[config.mk]
export PLATFORM = sky130hd
export DESIGN_NAME = trivium_stream_gen
export DESIGN_NICKNAME = d
export VERILOG_FILES = /design/src/rtl/trivium_stream_gen.sv
export SDC_FILE = /design/constraint.sdc
export NUM_CORES = 1
export LEC_CHECK = 0
export CAP_MARGIN = 20
export CORE_MARGIN = 10
export CORE_UTILIZATION = 55
export CTS_BUF_LIST = sky130_fd_sc_hd__clkbuf_8
export CTS_CLUSTER_SIZE = 28
export DETAILED_ROUTE_END_ITERATION = 7
export GPL_ROUTABILITY_DRIVEN = 0
export PLACE_DENSITY = 0.79
export RECOVER_POWER = 25
export SYNTH_ARGS = -nofsm -noshare
export SYNTH_HDL_FRONTEND = slang
export SYNTH_SLANG_ARGS = --single-unit
[constraint.sdc]
create_clock -name clk -period 22.5 [get_ports clk]
set_clock_uncertainty 0.1 [all_clocks]
set_input_delay 4.5 -clock clk [delete_from_list [all_inputs] [get_ports clk]]
set_output_delay 4.5 -clock clk [all_outputs]
set_load 0.05 [all_outputs]
[src/rtl/trivium_stream_gen.sv]
// Word-parallel Trivium keystream generator: W rounds per clock, internal key/IV
// warm-up, and keystream words delivered over a valid/ready handshake.
module trivium_stream_gen #(
    parameter int unsigned W           = 8,
    parameter int unsigned INIT_ROUNDS = 1152
) (
    input  logic         clk,
    input  logic         rst,
    input  logic         enable_i,
    input  logic         start_i,
    input  logic         stop_i,
    input  logic [79:0]  key_i,
    input  logic [79:0]  iv_i,
    output logic         busy_o,
    output logic         ks_valid_o,
    input  logic         ks_ready_i,
    output logic [W-1:0] ks_data_o
);

    localparam int unsigned CntW = $clog2(INIT_ROUNDS + 1);
    localparam logic [CntW-1:0] LastCnt = CntW'(INIT_ROUNDS - W);
    localparam logic [CntW-1:0] CntStep = CntW'(W);

    typedef enum logic [1:0] {StIdle, StInit, StRun} state_e;

    state_e          state_q, state_d;
    logic [287:0]    s_q, s_d;
    logic [CntW-1:0] cnt_q, cnt_d;
    logic [287:0]    adv_state;
    logic [287:0]    load_state;
    logic [W-1:0]    z_word;

    // Bit i of the vector holds Trivium register s(i+1); returns {z, next_state}.
    function automatic logic [288:0] trivium_round(input logic [287:0] s);
        logic t1, t2, t3, z;
        t1 = s[65] ^ s[92];
        t2 = s[161] ^ s[176];
        t3 = s[242] ^ s[287];
        z  = t1 ^ t2 ^ t3;
        t1 = t1 ^ (s[90] & s[91]) ^ s[170];
        t2 = t2 ^ (s[174] & s[175]) ^ s[263];
        t3 = t3 ^ (s[285] & s[286]) ^ s[68];
        return {z, s[286:177], t2, s[175:93], t1, s[91:0], t3};
    endfunction

    always_comb begin
        adv_state = s_q;
        z_word    = '0;
        for (int k = 0; k < W; k++) begin
            {z_word[k], adv_state} = trivium_round(adv_state);
        end
    end

    assign load_state = {3'b111, 108'b0, 4'b0, iv_i, 13'b0, key_i};

    always_comb begin
        state_d = state_q;
        s_d     = s_q;
        cnt_d   = cnt_q;
        if (start_i) begin
            s_d     = load_state;
            cnt_d   = '0;
            state_d = StInit;
        end else if (stop_i) begin
            // A word handed over on the stop edge is still consumed.
            if (state_q == StRun && ks_ready_i) begin
                s_d = adv_state;
            end
            state_d = StIdle;
        end else begin
            unique case (state_q)
                StInit: begin
                    s_d = adv_state;
                    if (cnt_q == LastCnt) begin
                        state_d = StRun;
                    end else begin
                        cnt_d = cnt_q + CntStep;
                    end
                end
                StRun: begin
                    if (ks_ready_i) begin
                        s_d = adv_state;
                    end
                end
                default: ;
            endcase
        end
    end

    always_ff @(posedge clk or posedge rst) begin
        if (rst) begin
            state_q <= StIdle;
            s_q     <= '0;
            cnt_q   <= '0;
        end else if (enable_i) begin
            state_q <= state_d;
            s_q     <= s_d;
            cnt_q   <= cnt_d;
        end
    end

    assign busy_o     = (state_q == StInit);
    assign ks_valid_o = (state_q == StRun);
    assign ks_data_o  = (state_q == StRun) ? z_word : '0;

endmodule
---- After elaboration in Yosys (flattened, before gate mapping) ----
Cells that the tools add are included.
word-level totals
  register bits ........................... 301
cells by class
  add/subtract/negate cells ............... 1
  equality and inequality tests ........... 7
  multiplexer cells ....................... 14
  bitwise logic cells ..................... 112
  reduce and logical (&&, ||, !) cells .... 8
operators by type and width
  cell                                                    number
  two-way mux 288 bit                                     4
  case mux 288 bit (2 select lines)                       1
  bitwise XOR 1 bit                                       88
  two-way mux 11 bit                                      4
  bitwise AND 1 bit                                       24
  adder 11 x 4 -> 11 bit (second input constant)          1
  == test 11 bit (second input constant)                  1
  two-way mux 2 bit                                       4
  two-way mux 8 bit                                       1
  AND reduction 4 bit                                     2
  nonzero test 3 bit                                      2
  inequality test 2 bit (second input constant)           2
  inequality test 4 x 3 -> 1 bit (second input constant)  1
  nonzero test 4 bit                                      1
  inequality test 3 x 2 -> 1 bit (second input constant)  1
  AND reduction 3 bit                                     1
  == test 2 x 1 -> 1 bit (second input constant)          1
  == test 2 bit (second input constant)                   1
  nonzero test 2 bit                                      1
  logical AND 1 bit                                       1

---- Logic depth before layout (Yosys ltp) ----
Gate-level depths: netlist (run 1).
  depth in word-level cells ............... 7
  depth in mapped cells ................... 9
  depth with buffers taken out ............ 6

---- Worst setup path before layout (run 1) ----
No wires, ideal clock.
  path kind ............................... register to output
  start point ............................. register state_q[0]
  end point ............................... output ks_data_o[0]
  data arrival time ....................... 1.506 ns
  data required time ...................... 17.900 ns
  setup slack ............................. 16.394 ns
  stages on the path, launching flop included .. 4
  cells stage by stage .................... dfrtp_1 > inv_1 > ha_1 > and2_1
on the way
  longest elaborated chain between the ends .. 2
RTL lines
  what                    line  source
  from (decl)             26    state_e state_q, state_d;
  from (signal assigned)  92    state_q <= StIdle;
  from (signal assigned)  96    state_q <= state_d;
  == test 2 bit           -
  named net ks_valid_o    15    output logic ks_valid_o,
  two-way mux 8 bit       104   assign ks_data_o = (state_q == StRun) ? z_word : '0;
  to (decl)               17    output logic [W-1:0] ks_data_o
The timed path passes the listed nets, and every way through them passes these cells.

---- Final worst setup path (run 1) ----
  start point ............................. input start_i
  end point ............................... register s_q[180]
on the way
  longest elaborated chain between the ends .. 2
RTL lines
  what                                                                    line  source
  from (decl)                                                             10    input logic start_i,
  inequality test 4 x 3 -> 1 bit (no line), or another cell as far along  -
  AND reduction 4 bit (no line)                                           -
  to (signal assigned)                                                    93    s_q <= '0;
  to (signal assigned)                                                    97    s_q <= s_d;
  to (decl)                                                               27    logic [287:0] s_q, s_d;
Parallel ways exist; a longest one is shown, timed or not.
A chain may end at the register's enable or synchronous reset.

==> metrics.txt, run 1 <==
# TYPE chip_impl_metric gauge
chip_impl_info{name="status",value="finished, violations left"} 1
chip_impl_info{name="violated_checks",value="capacitance limit, slew limit"} 1
chip_impl_metric{name="post_route_cells_drive_above_1_share",unit=""} 0.05385
chip_impl_metric{name="syn_inst",unit=""} 1422
chip_impl_metric{name="numCtsBuffers",unit=""} 49
chip_impl_info{name="mostFrequentLayoutCell",value="sky130_fd_sc_hd__nand2_1"} 1
chip_impl_info{name="cts_tree",value="done"} 1
chip_impl_metric{name="globalRoute.totalOverflow",unit=""} 0
chip_impl_metric{name="post_drt_via_cell_ratio",unit=""} 5.297
chip_impl_metric{name="setup_slack",unit="ns"} 9.681
chip_impl_metric{name="synth_edf_count",unit=""} 0
chip_impl_metric{name="final-setup-viol-count",unit=""} 0
chip_impl_metric{name="drc",unit=""} 0
chip_impl_info{name="startpoint_type",value="input pin"} 1
chip_impl_metric{name="setup_tns",unit="ns"} 0
chip_impl_metric{name="worst_path_arrival",unit="ns"} 12.93
chip_impl_metric{name="syn_area_per_cell",unit="µm²"} 10.01
chip_impl_metric{name="synthesis.nets",unit=""} 1591
chip_impl_metric{name="hold_slack",unit="ns"} 0.3780
chip_impl_metric{name="post_cts_hold_buffer_count",unit=""} 0
chip_impl_metric{name="timing.final.hold_violations",unit=""} 0
chip_impl_info{name="hold_path.class",value="register to register"} 1
chip_impl_metric{name="post_cts_setup_buffers",unit=""} 0
chip_impl_metric{name="yosys_warnings",unit=""} 0
chip_impl_metric{name="crit_fanout",unit=""} 280
chip_impl_metric{name="numClockSinks",unit=""} 298
chip_impl_info{name="timing.setup.critical_path_class",value="input pin to register"} 1
chip_impl_metric{name="r2r_slack",unit="ns"} 17.05
chip_impl_info{name="postSynth.topFlopCell",value="sky130_fd_sc_hd__dfrtp_1"} 1
chip_impl_info{name="clockRootBuffer",value="sky130_fd_sc_hd__clkbuf_8"} 1
chip_impl_metric{name="async_flop_share",unit=""} 1.000
chip_impl_metric{name="drt_wl_total",unit="mm"} 32.96
chip_impl_metric{name="antenna_violations_before_repair",unit=""} 2
chip_impl_metric{name="number_of_buffer_cells_added_on_primary_ports",unit=""} 175
chip_impl_metric{name="power.total",unit="W"} 0.001375
chip_impl_metric{name="power.leakage",unit="nW"} 7.459
chip_impl_metric{name="vias_in_the_first_global_route",unit=""} 10140
chip_impl_metric{name="number_of_design_rule_violations_left_by_the_first_detailed_router_iteration",unit=""} 913
chip_impl_metric{name="core",unit="µm²"} 25330
chip_impl_info{name="cp-end-kind",value="register"} 1
chip_impl_metric{name="flow.area_growth_from_synthesis",unit="%"} 18.25
chip_impl_metric{name="die_w",unit="µm"} 180.9
chip_impl_metric{name="place_hpwl",unit="mm"} 22.11
chip_impl_info{name="unrepaired_setup_endpoints_after_global_routing",value="no"} 1
chip_impl_metric{name="dpl_worst_slack",unit="ns"} 14.17
chip_impl_metric{name="effective_utilization_at_floorplan",unit=""} 0.5622
chip_impl_metric{name="seq_area_frac_synth",unit=""} 0.5237
chip_impl_metric{name="insertion_delay",unit="ns"} 0.58
chip_impl_metric{name="post_synthesis_sequential_element_count",unit=""} 298
chip_impl_metric{name="timing.final.crit_share",unit=""} 0.5697
chip_impl_metric{name="vias",unit=""} 10210
chip_impl_metric{name="synth_area",unit="µm²"} 14240
chip_impl_metric{name="area_of_the_die",unit="µm²"} 32730
chip_impl_metric{name="timing.max_slew.rel_slack",unit=""} -3.666
chip_impl_metric{name="slew_viol_final",unit=""} 364
chip_impl_info{name="mostFrequentLayoutCells",value="299 x sky130_fd_sc_hd__nand2_1, 298 x sky130_fd_sc_hd__dfrtp_1, 247 x sky130_fd_sc_hd__o21ai_0"} 1
chip_impl_metric{name="timing_worst_slew_pin_value",unit="ns"} 6.999
chip_impl_metric{name="clockBufferDepth",unit=""} 3
chip_impl_metric{name="period_needed",unit="ns"} 12.82
chip_impl_metric{name="floorplan.rows",unit=""} 58
chip_impl_metric{name="drt-wirelength-per-cell",unit="µm"} 17.10
chip_impl_metric{name="crit_required",unit="ns"} 22.61
chip_impl_metric{name="fp.dieH",unit="µm"} 180.9
chip_impl_metric{name="grtUsageTotal",unit=""} 0.1977
chip_impl_metric{name="pin_count_of_the_biggest_net_entering_global_routing",unit=""} 281
chip_impl_metric{name="ir_worst_vdd",unit="V"} 0.00004577
chip_impl_metric{name="drtPass1Iterations",unit=""} 6
chip_impl_metric{name="fmax",unit="MHz"} 78.01
chip_impl_metric{name="final_nets",unit=""} 1727
chip_impl_metric{name="clk_transition_reported_paths",unit="ns"} 0.07
chip_impl_metric{name="pwr_density_cell",unit="nW/µm²"} 81.68
chip_impl_metric{name="cts-htree-levels",unit=""} 2
chip_impl_metric{name="route.antenna.remaining_nets",unit=""} 0
chip_impl_metric{name="post_synth_num_cell_types",unit=""} 41
chip_impl_metric{name="grt_first_pass_wirelength",unit="mm"} 53.61
chip_impl_metric{name="io-pin-count",unit=""} 176
chip_impl_metric{name="max-cap-violations",unit=""} 3
chip_impl_metric{name="post_cts.resized_instances",unit=""} 0
[power breakdown]
part           internal, W  switching (W)
clock             0.000256       0.000217
sequential        0.000611      0.0000554
combinational     0.000113       0.000124
[synthesized netlist by cell type, drive strengths merged (2+ instances only)]
cell	n	area, µm²
nand2	299	1122
dfrtp	298	7457
o21ai	281	1406
mux2i	144	1441
nand2b	117	732.0
xnor2	66	578.1
buf	51	466.7
clkbuf	48	198.9
xor2	24	210.2
and3	19	118.9
a21oi	18	90.09
and2	10	62.56
o31ai	8	60.06
nor2	5	18.77
inv	4	15.01
a221o	3	30.03
ha	3	37.54
nand3	3	15.01
a22o	2	17.52
and3b	2	17.52
nor3b	2	15.01
[per-stage QoR]
stage	util	instance area [µm²]	std cells
after CTS	0.6652	16850	1926
after global placement	0.6257	15850	1836
after global routing	0.6649	16840	1928
final	0.6649	16840	1928
after detailed placement	0.6257	15850	1836
after floorplan	-	14240	1422
[area by class of cell]
class                           count  area [µm²]
Antenna cell                        1       2.502
Clock buffer                       64       880.8
Clock inverter                     26       120.1
Fill cell                        1991        8488
Inverter                            4       16.27
Multi-Input combinational cell   1021        6095
Sequential cell                   298        7457
Tap cell                          330       412.9
Timing Repair Buffer              184        1854
[cells by family after synthesis]
| logic type | count (synthesis) | share of synthesized area |
|---|---|---|
| AO/OA/AOI/OAI | 318 | 0.1164 |
| adder cells (fa/ha/maj) | 3 | 0.002636 |
| XOR/XNOR | 90 | 0.05535 |
| flip-flops | 298 | 0.5237 |
| AND/OR/NAND/NOR | 465 | 0.1521 |
| multiplexers | 145 | 0.1020 |
| buffers and inverters | 103 | 0.04780 |
[worst max-delay path, cell delays in order]
cell and delay, ns:
sky130_fd_sc_hd__clkbuf_1 4.77, sky130_fd_sc_hd__o311ai_0 0.86, sky130_fd_sc_hd__clkbuf_1 1.14, sky130_fd_sc_hd__buf_12 0.64, sky130_fd_sc_hd__buf_4 0.55, sky130_fd_sc_hd__nand2_1 0.17
sky130_fd_sc_hd__o31ai_1 0.08
[state kept, by name, indices dropped and copies added (netlist names)]
register and count:
s_q 288, cnt_q 8, state_q 2
[path summary, 6_finish.rpt]
kind / end / start / cells past startpoint
worst max-delay path: s_q[180]$_DFFE_PP0P_ / start_i / 7
worst min-delay path: s_q[144]$_DFFE_PP0P_ / s_q[144]$_DFFE_PP0P_ / 2
worst max register to register: s_q[180]$_DFFE_PP0P_ / state_q[0]$_DFFE_PP0P_ / 8
worst min register to register: s_q[144]$_DFFE_PP0P_ / s_q[144]$_DFFE_PP0P_ / 2
max in group asynchronous: s_q[109]$_DFFE_PP0P_ / rst / 2
min in group asynchronous: cnt_q[5]$_DFFE_PP0P_ / rst / 2
[layer usage]
metal,vias up,global-route usage,routed length (µm)
met4,2,0.07283,886
li1,5031,-,-
met5,-,0,13
met2,277,0.2951,14770
met1,4849,0.2754,15130
met3,54,0.04496,2153
Power figures use the tool's default switching activity.
==> inputs of run 2 (changes only) <==
- CORE_UTILIZATION: 55 -> 52
- PLACE_DENSITY: 0.79 -> 0.78
- clock period: 22.5 -> 11.5 ns (I/O delays scaled with it)
==> run 2 against run 1 <==
Effect of this change:
- the run still ends with capacitance limit, slew limit left
- count of clock-buffer cells in the layout rose by 5
- largest power group unchanged
- total power increased by 98%
- sequential share of layout area fell by 0.25 points
- critical endpoint is now s_q[37]$_DFFE_PP0P_
- worst hold slack got worse by 0.00070 ns
- largest cell class unchanged
- non-clock buffer count stayed put
- first-iteration DRC count is 1.2% higher
- flip-flop and latch count stayed put
- register-to-register slack got worse by 9.2 ns
- critical path depth decreased by 1
==> metrics.txt, run 2 (same netlist as run 1, synthesis figures left out) <==
# TYPE chip_impl_metric gauge
chip_impl_metric{name="final_cell_area",unit="µm²"} 16940
chip_impl_metric{name="drt-wirelength-per-cell",unit="µm"} 17.32
chip_impl_metric{name="total_switching_power",unit="W"} 0.0007814
chip_impl_metric{name="multiInputGateArea",unit="µm²"} 6112
chip_impl_metric{name="crit_required",unit="ns"} 11.81
chip_impl_metric{name="post_route_cells_drive_above_1_share",unit=""} 0.05952
chip_impl_metric{name="numCtsBuffers",unit=""} 49
chip_impl_metric{name="hold_slack",unit="ns"} 0.3773
chip_impl_metric{name="largest_reg_flops",unit=""} 288
chip_impl_info{name="crit_top_cell",value="sky130_fd_sc_hd__buf_4"} 1
chip_impl_info{name="setup.worst_path.start",value="start_i"} 1
chip_impl_metric{name="drtPass1Iterations",unit=""} 5
chip_impl_metric{name="met1_usage",unit=""} 0.2665
chip_impl_metric{name="worst_path_arrival",unit="ns"} 5.66
chip_impl_metric{name="pin_count_of_the_biggest_net_entering_global_routing",unit=""} 223
chip_impl_metric{name="timing.final.crit_share",unit=""} 0.4656
chip_impl_metric{name="effective_utilization_at_floorplan",unit=""} 0.5284
chip_impl_metric{name="slew_viol_final",unit=""} 55
chip_impl_metric{name="timing.final.hold_violations",unit=""} 0
chip_impl_metric{name="max-cap-violations",unit=""} 1
chip_impl_info{name="unrepaired_setup_endpoints_after_global_routing",value="no"} 1
chip_impl_info{name="r2r-start",value="state_q[0]$_DFFE_PP0P_"} 1
chip_impl_metric{name="clockBufferDepth",unit=""} 3
chip_impl_metric{name="fmax",unit="MHz"} 186.8
chip_impl_metric{name="setup_slack",unit="ns"} 6.146
chip_impl_metric{name="timing.max_slew.rel_slack",unit=""} -0.6979
chip_impl_metric{name="route.antenna.remaining_nets",unit=""} 0
chip_impl_info{name="status",value="finished, violations left"} 1
chip_impl_metric{name="drc",unit=""} 0
chip_impl_metric{name="power_frac_seq",unit=""} 0.479
chip_impl_info{name="cts_tree",value="done"} 1
chip_impl_metric{name="vias",unit=""} 10140
chip_impl_metric{name="clock_power_share",unit=""} 0.355
chip_impl_info{name="violated_checks",value="capacitance limit, slew limit"} 1
chip_impl_metric{name="core",unit="µm²"} 26950
chip_impl_metric{name="number_of_buffer_cells_added_on_primary_ports",unit=""} 175
chip_impl_metric{name="io-pin-count",unit=""} 176
chip_impl_metric{name="n_fill_cell",unit=""} 2206
chip_impl_metric{name="flow.area_growth_from_synthesis",unit="%"} 18.93
chip_impl_metric{name="number_of_design_rule_violations_left_by_the_first_detailed_router_iteration",unit=""} 924
chip_impl_info{name="timing.setup.critical_path_class",value="input pin to register"} 1
chip_impl_info{name="hold_path.class",value="register to register"} 1
chip_impl_metric{name="floorplan.rows",unit=""} 60
chip_impl_metric{name="globalRoute.totalOverflow",unit=""} 0
chip_impl_metric{name="internal_power",unit="W"} 0.001944
chip_impl_metric{name="cp_slowest_stage_delay",unit="ns"} 0.86
chip_impl_metric{name="global_route.usage.met3",unit=""} 0.04484
chip_impl_metric{name="post_drt_via_cell_ratio",unit=""} 5.232
chip_impl_metric{name="crit_fanout",unit=""} 85
chip_impl_info{name="mostFrequentLayoutCell",value="sky130_fd_sc_hd__nand2_1"} 1
chip_impl_metric{name="post_cts.resized_instances",unit=""} 0
chip_impl_metric{name="post_cts_setup_buffers",unit=""} 0
chip_impl_metric{name="detailed_place.area",unit="µm²"} 15860
chip_impl_metric{name="power.total",unit="W"} 0.002725
chip_impl_info{name="setup.worst_path.end",value="s_q[37]$_DFFE_PP0P_"} 1
chip_impl_metric{name="area_of_the_die",unit="µm²"} 34400
chip_impl_metric{name="netSwitchingFraction",unit=""} 0.2868
chip_impl_info{name="clockRootBuffer",value="sky130_fd_sc_hd__clkbuf_8"} 1
chip_impl_metric{name="ir_worst_vdd",unit="V"} 0.00009107
chip_impl_metric{name="timing_worst_slew_pin_value",unit="ns"} 2.533
chip_impl_metric{name="p_comb_frac",unit=""} 0.166
chip_impl_metric{name="place_hpwl",unit="mm"} 22.52
chip_impl_metric{name="timing.reg2reg.worst_path_depth",unit=""} 8
chip_impl_info{name="critPathSlowestCell",value="sky130_fd_sc_hd__buf_4"} 1
chip_impl_metric{name="grt_first_pass_wirelength",unit="mm"} 53.99
chip_impl_metric{name="insertion_delay",unit="ns"} 0.57
chip_impl_metric{name="post_cts_hold_buffer_count",unit=""} 0
chip_impl_metric{name="antenna_violations_before_repair",unit=""} 1
chip_impl_info{name="cp_cell_sequence",value="buf_8 -> buf_4 -> buf_4 -> buf_4 -> mux2i_1 -> o21ai_0"} 1
chip_impl_info{name="cp-end-kind",value="register"} 1
chip_impl_info{name="cell_type_group_with_the_largest_total_delay_on_the_critical_path",value="buffers and inverters"} 1
chip_impl_info{name="startpoint_type",value="input pin"} 1
chip_impl_metric{name="power.leakage",unit="nW"} 7.481
chip_impl_metric{name="vias_in_the_first_global_route",unit=""} 10140
chip_impl_info{name="registers.top_by_ff_count",value="s_q"} 1
chip_impl_metric{name="setup_tns",unit="ns"} 0
chip_impl_metric{name="period_needed",unit="ns"} 5.354
chip_impl_metric{name="cp_num_buf_inv",unit=""} 4
chip_impl_metric{name="r2r_slack",unit="ns"} 7.85
chip_impl_metric{name="grtUsageTotal",unit=""} 0.1942
chip_impl_metric{name="seq_area",unit="µm²"} 7457
chip_impl_metric{name="fp.dieH",unit="µm"} 185.5
chip_impl_metric{name="pwr_density_cell",unit="nW/µm²"} 160.9
chip_impl_metric{name="final-setup-viol-count",unit=""} 0
chip_impl_info{name="r2r_end",value="s_q[95]$_DFFE_PP0P_"} 1
chip_impl_metric{name="final_nets",unit=""} 1727
chip_impl_metric{name="gr-usage-met2",unit=""} 0.3050
chip_impl_metric{name="drt_wl_total",unit="mm"} 33.56
chip_impl_info{name="mostFrequentLayoutCells",value="299 x sky130_fd_sc_hd__nand2_1, 298 x sky130_fd_sc_hd__dfrtp_1, 247 x sky130_fd_sc_hd__o21ai_0"} 1
chip_impl_metric{name="number_of_cells_on_the_critical_path",unit=""} 6
chip_impl_metric{name="numClockSinks",unit=""} 298
chip_impl_metric{name="clk_transition_reported_paths",unit="ns"} 0.06
chip_impl_info{name="most_crowded_layer_gr",value="met2"} 1
chip_impl_metric{name="dpl_worst_slack",unit="ns"} 5.561
chip_impl_metric{name="die_w",unit="µm"} 185.5
chip_impl_metric{name="cts-htree-levels",unit=""} 2
chip_impl_info{name="top_regs",value="s_q x288, cnt_q x8, state_q x2"} 1
-- run 2: tightest hold or removal path, cell delays in order (launching register included) --
cell                      delay, ns
sky130_fd_sc_hd__dfrtp_1       0.34
sky130_fd_sc_hd__nand2_1       0.05
sky130_fd_sc_hd__o21ai_0       0.06
-- run 2: worst min path at each step --
| stage | startpoint | endpoint | cells after the start |
|---|---|---|---|
| after floorplan | s_q[101]$_DFFE_PP0P_ | s_q[101]$_DFFE_PP0P_ | 2 |
| after global placement | s_q[71]$_DFFE_PP0P_ | s_q[71]$_DFFE_PP0P_ | 2 |
| after detailed placement | s_q[32]$_DFFE_PP0P_ | s_q[32]$_DFFE_PP0P_ | 2 |
| after CTS | s_q[32]$_DFFE_PP0P_ | s_q[32]$_DFFE_PP0P_ | 2 |
| after global routing | s_q[54]$_DFFE_PP0P_ | s_q[54]$_DFFE_PP0P_ | 2 |
| final | s_q[136]$_DFFE_PP0P_ | s_q[136]$_DFFE_PP0P_ | 2 |
-- run 2: area by class of cell --
class,count,area share
timing repair buffer,184,0.1104
clock inverter,20,0.005984
tap,341,0.02519
antenna,1,0.0001478
inverter,4,0.0009605
clock buffer,69,0.05608
sequential,298,0.4403
multi-input combinational,1021,0.3609
-- run 2: power groups by stage --
stage | sequential [W] | combinational [W] | clock [W]
after floorplan | 0.00128 | 0.000338 | 0
after global placement | 0.00132 | 0.000442 | 0
after detailed placement | 0.00132 | 0.000457 | 0
after CTS | 0.00131 | 0.000460 | 0.000988
after global routing | 0.00132 | 0.000512 | 0.00103
final | 0.00131 | 0.000453 | 0.000967
-- run 2: metal layers --
layer | up-vias | wire, µm
met1 | 4838 | 14990
met2 | 231 | 15940
met4 | 0 | 527
met3 | 43 | 2098
li1 | 5028 | -
met5 | - | 0
-- run 2: stage by stage --
stage | std cells | util
finish | 1938 | 0.6284
global route | 1937 | 0.6283
CTS | 1936 | 0.6275
detailed placement | 1847 | 0.5885
global placement | 1847 | 0.5885
floorplan | 1422 | -
